===== src/rtl/alu_pkg.sv =====
// alu_pkg: shared opcode constants, widths and sequencer state type for the ALU issue path
package alu_pkg;
  localparam int W = 16;
  localparam int OPC_W = 3;
  localparam logic [2:0] OPC_NEG = 3'd0;
  localparam logic [2:0] OPC_INC = 3'd1;
  localparam logic [2:0] OPC_ADD2 = 3'd2;
  localparam logic [2:0] OPC_SHADD = 3'd3;
  localparam logic [2:0] OPC_AND = 3'd4;
  localparam logic [2:0] OPC_OR = 3'd5;
  localparam logic [2:0] OPC_PACK = 3'd6;
  localparam logic [2:0] OPC_INC7 = 3'd7;
  typedef enum logic [1:0] {IDLE, ISSUE, HOLD} state_t;
endpackage


===== src/rtl/alu_issue_seq_stat.sv =====
// alu_stat_cnt: zero/negative/issue counters, clear has priority over increment
module alu_stat_cnt (
  input  logic        clk,
  input  logic        rst,
  input  logic        stat_clr,
  input  logic        inc,
  input  logic        zer,
  input  logic        neg,
  output logic [15:0] zer_cnt,
  output logic [15:0] neg_cnt,
  output logic [15:0] op_cnt
);
  always_ff @(posedge clk) begin
    if (rst || stat_clr) begin
      zer_cnt <= '0;
      neg_cnt <= '0;
      op_cnt <= '0;
    end else if (inc) begin
      zer_cnt <= zer_cnt + {15'b0, zer};
      neg_cnt <= neg_cnt + {15'b0, neg};
      op_cnt <= op_cnt + 16'd1;
    end
  end
endmodule


===== src/rtl/alu_issue_seq.sv =====
// alu_issue_seq: registered command issue to the ALU and result hand-off; ALU_STAT_CNT_EN adds result counters
module alu_issue_seq import alu_pkg::*; #(
  parameter int W = 16,
  parameter int OPC_W = 3
) (
  input  logic             clk,
  input  logic             rst,
  input  logic             cmd_valid,
  output logic             cmd_ready,
  input  logic [OPC_W-1:0] cmd_opc,
  input  logic [W-1:0]     cmd_a,
  input  logic [W-1:0]     cmd_b,
  input  logic             cmd_c,
  input  logic             cmd_acc,
  output logic [W-1:0]     alu_a,
  output logic [W-1:0]     alu_b,
  output logic             alu_c,
  output logic [OPC_W-1:0] alu_opc,
  input  logic [W-1:0]     alu_w,
  input  logic             alu_neg,
  input  logic             alu_zer,
  output logic             res_valid,
  input  logic             res_ready,
  output logic [W-1:0]     res_w,
  output logic             res_neg,
  output logic             res_zer,
  output logic [W-1:0]     acc
`ifdef ALU_STAT_CNT_EN
  ,
  input  logic             stat_clr,
  output logic [15:0]      zer_cnt,
  output logic [15:0]      neg_cnt,
  output logic [15:0]      op_cnt
`endif
);
  state_t state, state_nxt;
  always_comb begin
    state_nxt = state == IDLE ? (cmd_valid ? ISSUE : IDLE) :
                state == ISSUE ? HOLD : (res_ready ? IDLE : HOLD);
    cmd_ready = state == IDLE;
  end
  always_ff @(posedge clk) begin
    if (rst) begin
      state <= IDLE;
      alu_a <= '0;
      alu_b <= '0;
      alu_c <= 1'b0;
      alu_opc <= '0;
      res_valid <= 1'b0;
      res_w <= '0;
      res_neg <= 1'b0;
      res_zer <= 1'b0;
      acc <= '0;
    end else begin
      state <= state_nxt;
      if (state == IDLE && cmd_valid) begin
        alu_a <= cmd_acc ? acc : cmd_a;
        alu_b <= cmd_b;
        alu_c <= cmd_c;
        alu_opc <= cmd_opc;
      end
      if (state == ISSUE) begin
        res_w <= alu_w;
        res_neg <= alu_neg;
        res_zer <= alu_zer;
        acc <= alu_w;
        res_valid <= 1'b1;
      end
      if (state == HOLD && res_ready) res_valid <= 1'b0;
    end
  end
`ifdef ALU_STAT_CNT_EN
  alu_stat_cnt u_stat (
    .clk(clk),
    .rst(rst),
    .stat_clr(stat_clr),
    .inc(state == ISSUE),
    .zer(alu_zer),
    .neg(alu_neg),
    .zer_cnt(zer_cnt),
    .neg_cnt(neg_cnt),
    .op_cnt(op_cnt)
  );
`endif
endmodule


===== config.mk =====
export PLATFORM = sky130hd
export DESIGN_NAME = alu_issue_seq
export DESIGN_NICKNAME = d
export VERILOG_FILES = /design/src/rtl/alu_pkg.sv /design/src/rtl/alu_issue_seq_stat.sv /design/src/rtl/alu_issue_seq.sv
export SDC_FILE = /design/constraint.sdc
export NUM_CORES = 1
export LEC_CHECK = 0
export ABC_AREA = 1
export BUFFER_PORTS_ARGS = -buffer_cell sky130_fd_sc_hd__buf_4
export CAP_MARGIN = 20
export CELL_PAD_IN_SITES_DETAIL_PLACEMENT = 1
export CELL_PAD_IN_SITES_GLOBAL_PLACEMENT = 1
export CORE_MARGIN = 2
export CORE_UTILIZATION = 33
export DETAILED_ROUTE_END_ITERATION = 8
export PLACE_DENSITY_LB_ADDON = 0.1
export SLEW_MARGIN = 30
export SYNTH_ARGS = -nofsm -noshare
export SYNTH_HDL_FRONTEND = slang
export SYNTH_SLANG_ARGS = --single-unit

===== constraint.sdc =====
create_clock -name clk -period 1.9 [get_ports clk]
set_input_delay 0.285 -clock clk [delete_from_list [all_inputs] [get_ports clk]]
set_output_delay 0.285 -clock clk [all_outputs]
set_load 0.01 [all_outputs]

# Yosys cells after proc, flatten, opt, wreduce, memory -nomap -nowiden
# Cells that the tools add are included.
# W data, S select, Z words.
[totals]
regBits = 57
input_bits = 59
out_inout_bits = 72
elab_cells = 20
[classes]
eq_ne = 2
muxes = 5
n_reduce_logical = 4
[ops]
columns = ["op", "count"]
rows = [
  ["$mux W16", 1],
  ["$mux W2", 3],
  ["$eq A2 B1 Y1 const B", 1],
  ["$eq A2 B2 Y1 const B", 1],
  ["$logic_and A1 B1 Y1", 2],
  ["$logic_not A2 Y1", 1],
  ["$reduce_or A2 Y1", 1],
  ["$mux W1", 1],
]

# Longest topological paths before layout
[logic_depth]
depth_word = 3
ltp_mapped = 7
mapped_depth_nobuf = 5

# Worst setup path before layout
# No wires, ideal clock.
[synth_path]
path_kind = "register -> register"
start = "register state[1]"
end = "register alu_a[0]"
setup_time_ns = 0.113
arrival_ns = 0.907
required_time_ns = 1.787
setup_slack_ns = 0.880
path_stages_with_launch = 6
n_path_buf = 1
synth_period_minus_slack_ns = 1.020
path_cell_list = "dfxtp_1 nor2_4 nand2_2 buf_2 nor2_1 nor2_1"
[synth_via]
elab_chain_len = 2
[synth_lines]
columns = ["item", "line_no", "source"]
rows = [
  ["start: declaration", "alu_issue_seq.sv:36", "state_t state, state_nxt;"],
  ["start signal: assignment", "alu_issue_seq.sv:55", "state <= state_nxt;"],
  ["$logic_not A2 Y1", "alu_issue_seq.sv:56", "if (state == IDLE && cmd_valid) begin"],
  ["$logic_and A1 B1 Y1", "alu_issue_seq.sv:56", ""],
  ["end signal: assignment", "alu_issue_seq.sv:57", "alu_a <= cmd_acc ? acc : cmd_a;"],
  ["end: declaration", "alu_issue_seq.sv:15", "output logic [W-1:0] alu_a,"],
]
# Every way passes these cells.
# A chain may end at the register's enable or synchronous reset.

# Worst setup path after layout
[layout_path]
start = "register state[1]"
end = "output port cmd_ready"
[layout_via]
elab_chain_len = 1
[layout_lines]
columns = ["item", "line_no", "source"]
rows = [
  ["$logic_not A2 Y1", "alu_issue_seq.sv:40", "cmd_ready = state == IDLE;"],
  ["end: declaration", "alu_issue_seq.sv:9", "output logic cmd_ready,"],
]
# Every way passes these cells.

==> impl.org <==
** Placed design
- Standard cell area after detailed placement :: 3460 µm²
- Port buffering added 130 buffers.
- Dpl cells :: 568
- Summed over all nets, the half-perimeter wirelength after detailed placement is 5120 µm.
- The congestion estimate from routability-driven global placement came to 0.756.

** GRT
- Initial antenna violation count :: 0
- Global routing used 17.5% of the available tracks across all layers.
- First-pass GRT wire length :: 11900 µm
- Largest net degree at the start of global routing :: 41
- The total overflow left after global routing is 0.
- The via count of the first global-routing pass is 2525.

** Setup path
- Depth of the worst register-to-register path :: 5
- Crit start category :: register
- Timing startpoint of the critical path :: state[1]$_SDFF_PP0_
- At the worst endpoint, the required time is 1620 ps.
- At the worst endpoint, the arrival time is 1350 ps.
- The worst register-to-register path begins at state[1]$_SDFF_PP0_.
- The worst setup path is captured at an output port.
- The critical path is of the register to output port type.
- Of all nets on the critical path, the largest fanout is 32.

** STA
- Final Cycle Share :: 85.9%
- Top achievable clock speed :: 612 MHz
- Number of setup violations in the final report :: 0
- Final Critical Period :: 1630 ps
- RSZ-0062 raised after global routing :: false
- The final hold violation count was 0.
- At the pin with the least slew margin, the transition time is 619 ps.
- Clock skew on the completed layout was measured at 3.84 ps.
- In this run the tightest slew margin relative to its limit is 58.6%.
- Summed over all failing endpoints, the final setup total negative slack is 0 ps.
- Number of pins with negative max-slew slack in the final report :: 0

** Clocking
- Clock network latency to the later pin of the worst-skew pair :: 320 ps
- Root Buffer Master :: sky130_fd_sc_hd__clkbuf_8
- Htree depth :: 3
- Clock tree synthesis inserted a total of 9 buffers.
- Counting along the longest clock path gives a buffer depth of 2.
- Count of clock tree sinks :: 57
- Post-CTS Hold Buffers :: 0
- Total of cells resized after clock tree synthesis :: 0
- After clock tree synthesis, the setup repair step added 0 buffers.
- TritonCTS clock tree :: yes
- Clock slew seen by the registers of the worst setup and hold paths :: 60 ps

** Synth
- The most common cell in the synthesized netlist is sky130_fd_sc_hd__nand2_1.
- sky130_fd_sc_hd__dfxtp_1 takes more of the synthesized area than any other cell.
- Synthesis warning total :: 0
- Summing every instance area after synthesis gives 2560 µm².
- Share of async-settable or async-resettable flops after synthesis :: 0%
- Cell types with the highest counts after synthesis :: 101 x sky130_fd_sc_hd__nand2_1, 91 x sky130_fd_sc_hd__nor2_1, 57 x sky130_fd_sc_hd__dfxtp_1, 20 x sky130_fd_sc_hd__a21oi_1, 20 x sky130_fd_sc_hd__nand3b_1
- The netlist uses 17 different library cells.
- Yosys mapped a number of flops with a built-in enable equal to 0.
- Among all flip-flop cells after synthesis, the most frequent one is sky130_fd_sc_hd__dfxtp_1.
- After synthesis the netlist holds a flip-flop and latch count of 57.
- By area the synthesized netlist is led by sky130_fd_sc_hd__dfxtp_1 45%, sky130_fd_sc_hd__nand2_1 15%, sky130_fd_sc_hd__nor2_1 13%, sky130_fd_sc_hd__nand3b_1 5.9%, sky130_fd_sc_hd__buf_4 4.7%.
- The number of nets in the synthesized netlist is 429.
- The share of the Yosys chip area taken by registers is 44.6%.
- Synthesis produced a netlist whose cell count is 370.
- The share of synthesized area in the top cell type comes to 44.6%.
- Synthesized area per cell :: 6.92 µm²

** Detailed routing
- First DRT Iteration DRCs :: 53
- Once detail routing completed, the nets flagged for antenna violations numbered 0.
- Total Wirelength :: 7330 µm
- After detailed routing, the number of remaining DRC violations is 0.
- The first detailed-routing pass ran for 4 iterations.
- Average routed wire per standard cell :: 12.6 µm
- Using the TritonRoute via totals, the vias-per-cell ratio works out to 4.48.
- The routed layout has 2609 vias.

** Pwr
- In this run, flip-flops and latches consume 45.2% of the power.
- In this run the power density over the cells is 841 nW/µm².
- The clock network burns 31.5% of the power.
- The worst-case IR drop observed on VDD is 0.371 mV.
- Net switching is 28.1% of the power.
- The internal power of the cells totals 0.00219 W.
- For this design the static power due to leakage is 1.86 nW.
- Comb power frac :: 23.4%
- Switching Power :: 0.000857 W

** Worst hold path
- Worst min-delay path category :: input port to register
- Critical hold path startpoint :: rst
- Along the worst hold path, the cell count comes to 2.

** Cells and area
- The final layout contains 536 nets.
- The filler cells instantiated in the layout total 1019.
- Layout cells sized above 1 :: 31.5%
- Leaving out filler cells and counting taps, the final layout contains 582.
- Compared with the post-synthesis result, the final layout area differs by 41.4%.
- Non-Filler Cell Area, Final :: 3620 µm²
- Antenna diode instance count :: 0

** Floorplanning
- The floorplan step set the die width to 92.1 µm.
- Number of placed I/O pins :: 131
- In this run the core area contains 32 standard-cell rows.
- Initial core utilization :: 33.7%
- Die footprint :: 8480 µm²
- From bottom edge to top edge, the die measures 92.1 µm.
- Area of the core region :: 7610 µm²

** Run status
- Result of the run :: complete, no violations

** Job
- Max-capacitance violation count :: 0
==> cell usage in the layout (no fill, tap or decap), types with 3 or more instances in the layout <==
cell type | netlist | routed
sky130_fd_sc_hd__nand3b_1 | 20 | 20
sky130_fd_sc_hd__inv_1 | 17 | 17
sky130_fd_sc_hd__nor2_1 | 91 | 91
sky130_fd_sc_hd__a21oi_1 | 20 | 20
sky130_fd_sc_hd__clkbuf_1 | 4 | 3
sky130_fd_sc_hd__inv_2 | 3 | 3
sky130_fd_sc_hd__dfxtp_1 | 57 | 57
sky130_fd_sc_hd__nand2_1 | 101 | 101
sky130_fd_sc_hd__buf_4 | 16 | 133
sky130_fd_sc_hd__clkbuf_8 | 0 | 11
sky130_fd_sc_hd__o21ai_0 | 18 | 18
==> flip-flops by register name, summed over array words and instances, names as in the netlist <==
name,count
alu_a,16
alu_b,16
res_w,16
alu_opc,3
state,2
alu_c,1
res_neg,1
res_valid,1
res_zer,1
==> final timing paths <==
| kind | slack (ps) | to |
|---|---|---|
| worst min-delay path | 150 | state[0]$_SDFF_PP0_ |
| worst max register to register | 390 | alu_a[12]$_SDFFE_PP0P_ |
| worst max-delay path | 270 | cmd_ready |
| worst min register to register | 480 | res_valid$_SDFFE_PP0N_ |
==> cells by family (layout without fill, tap and decap cells) <==
family / after synthesis / in the layout / synth area share (%)
simple gates: 216 / 216 / 35.2
buf+inv: 58 / 168 / 12.6
flops: 57 / 57 / 44.6
compound gates: 39 / 39 / 7.62
==> power by group through the flow <==
stage | combinational (W) | clock [W] | sequential (W)
CTS | 0.000727 | 0.00100 | 0.00138
global route | 0.000798 | 0.00106 | 0.00139
floorplan | 0.000361 | 0 | 0.00144
detailed placement | 0.000723 | 0 | 0.00140
global placement | 0.000705 | 0 | 0.00140
finish | 0.000713 | 0.000959 | 0.00138
==> layout make-up <==
class	instances	area (µm²)	area share [%]
Timing Repair Buffer	134	1020	28.1
Inverter	20	75.1	2.07
Multi-Input combinational cell	255	1100	30.3
Clock buffer	14	163	4.49
Sequential cell	57	1140	31.5
Tap cell	102	128	3.52
==> per-layer routing <==
| metal | part of all wire (%) | global-route usage (%) |
|---|---|---|
| met5 | 0 | 0 |
| met4 | 0.89 | 5.97 |
| met3 | 6.6 | 4.44 |
| met2 | 48 | 30.0 |
| met1 | 44 | 21.4 |
==> metrics by stage <==
step	hold WS, ps	total power (W)	utilization (%)	setup slack, ps
6_report	147	0.00305	47.6	267
5_1_grt	150	0.00325	47.6	185
4_1_cts	134	0.00311	47.6	253
3_5_place_dp	471	0.00213	45.5	396
3_3_place_gp	454	0.00210	45.5	461
2_1_floorplan	357	0.00180	-	880
==> worst max-delay path, cell delays in order (launching register included) <==
cell	delay (ps)
sky130_fd_sc_hd__dfxtp_1	350
sky130_fd_sc_hd__nor2_4	300
sky130_fd_sc_hd__buf_12	230
sky130_fd_sc_hd__buf_4	140
Note: power is estimated with default switching activity, not from simulation.
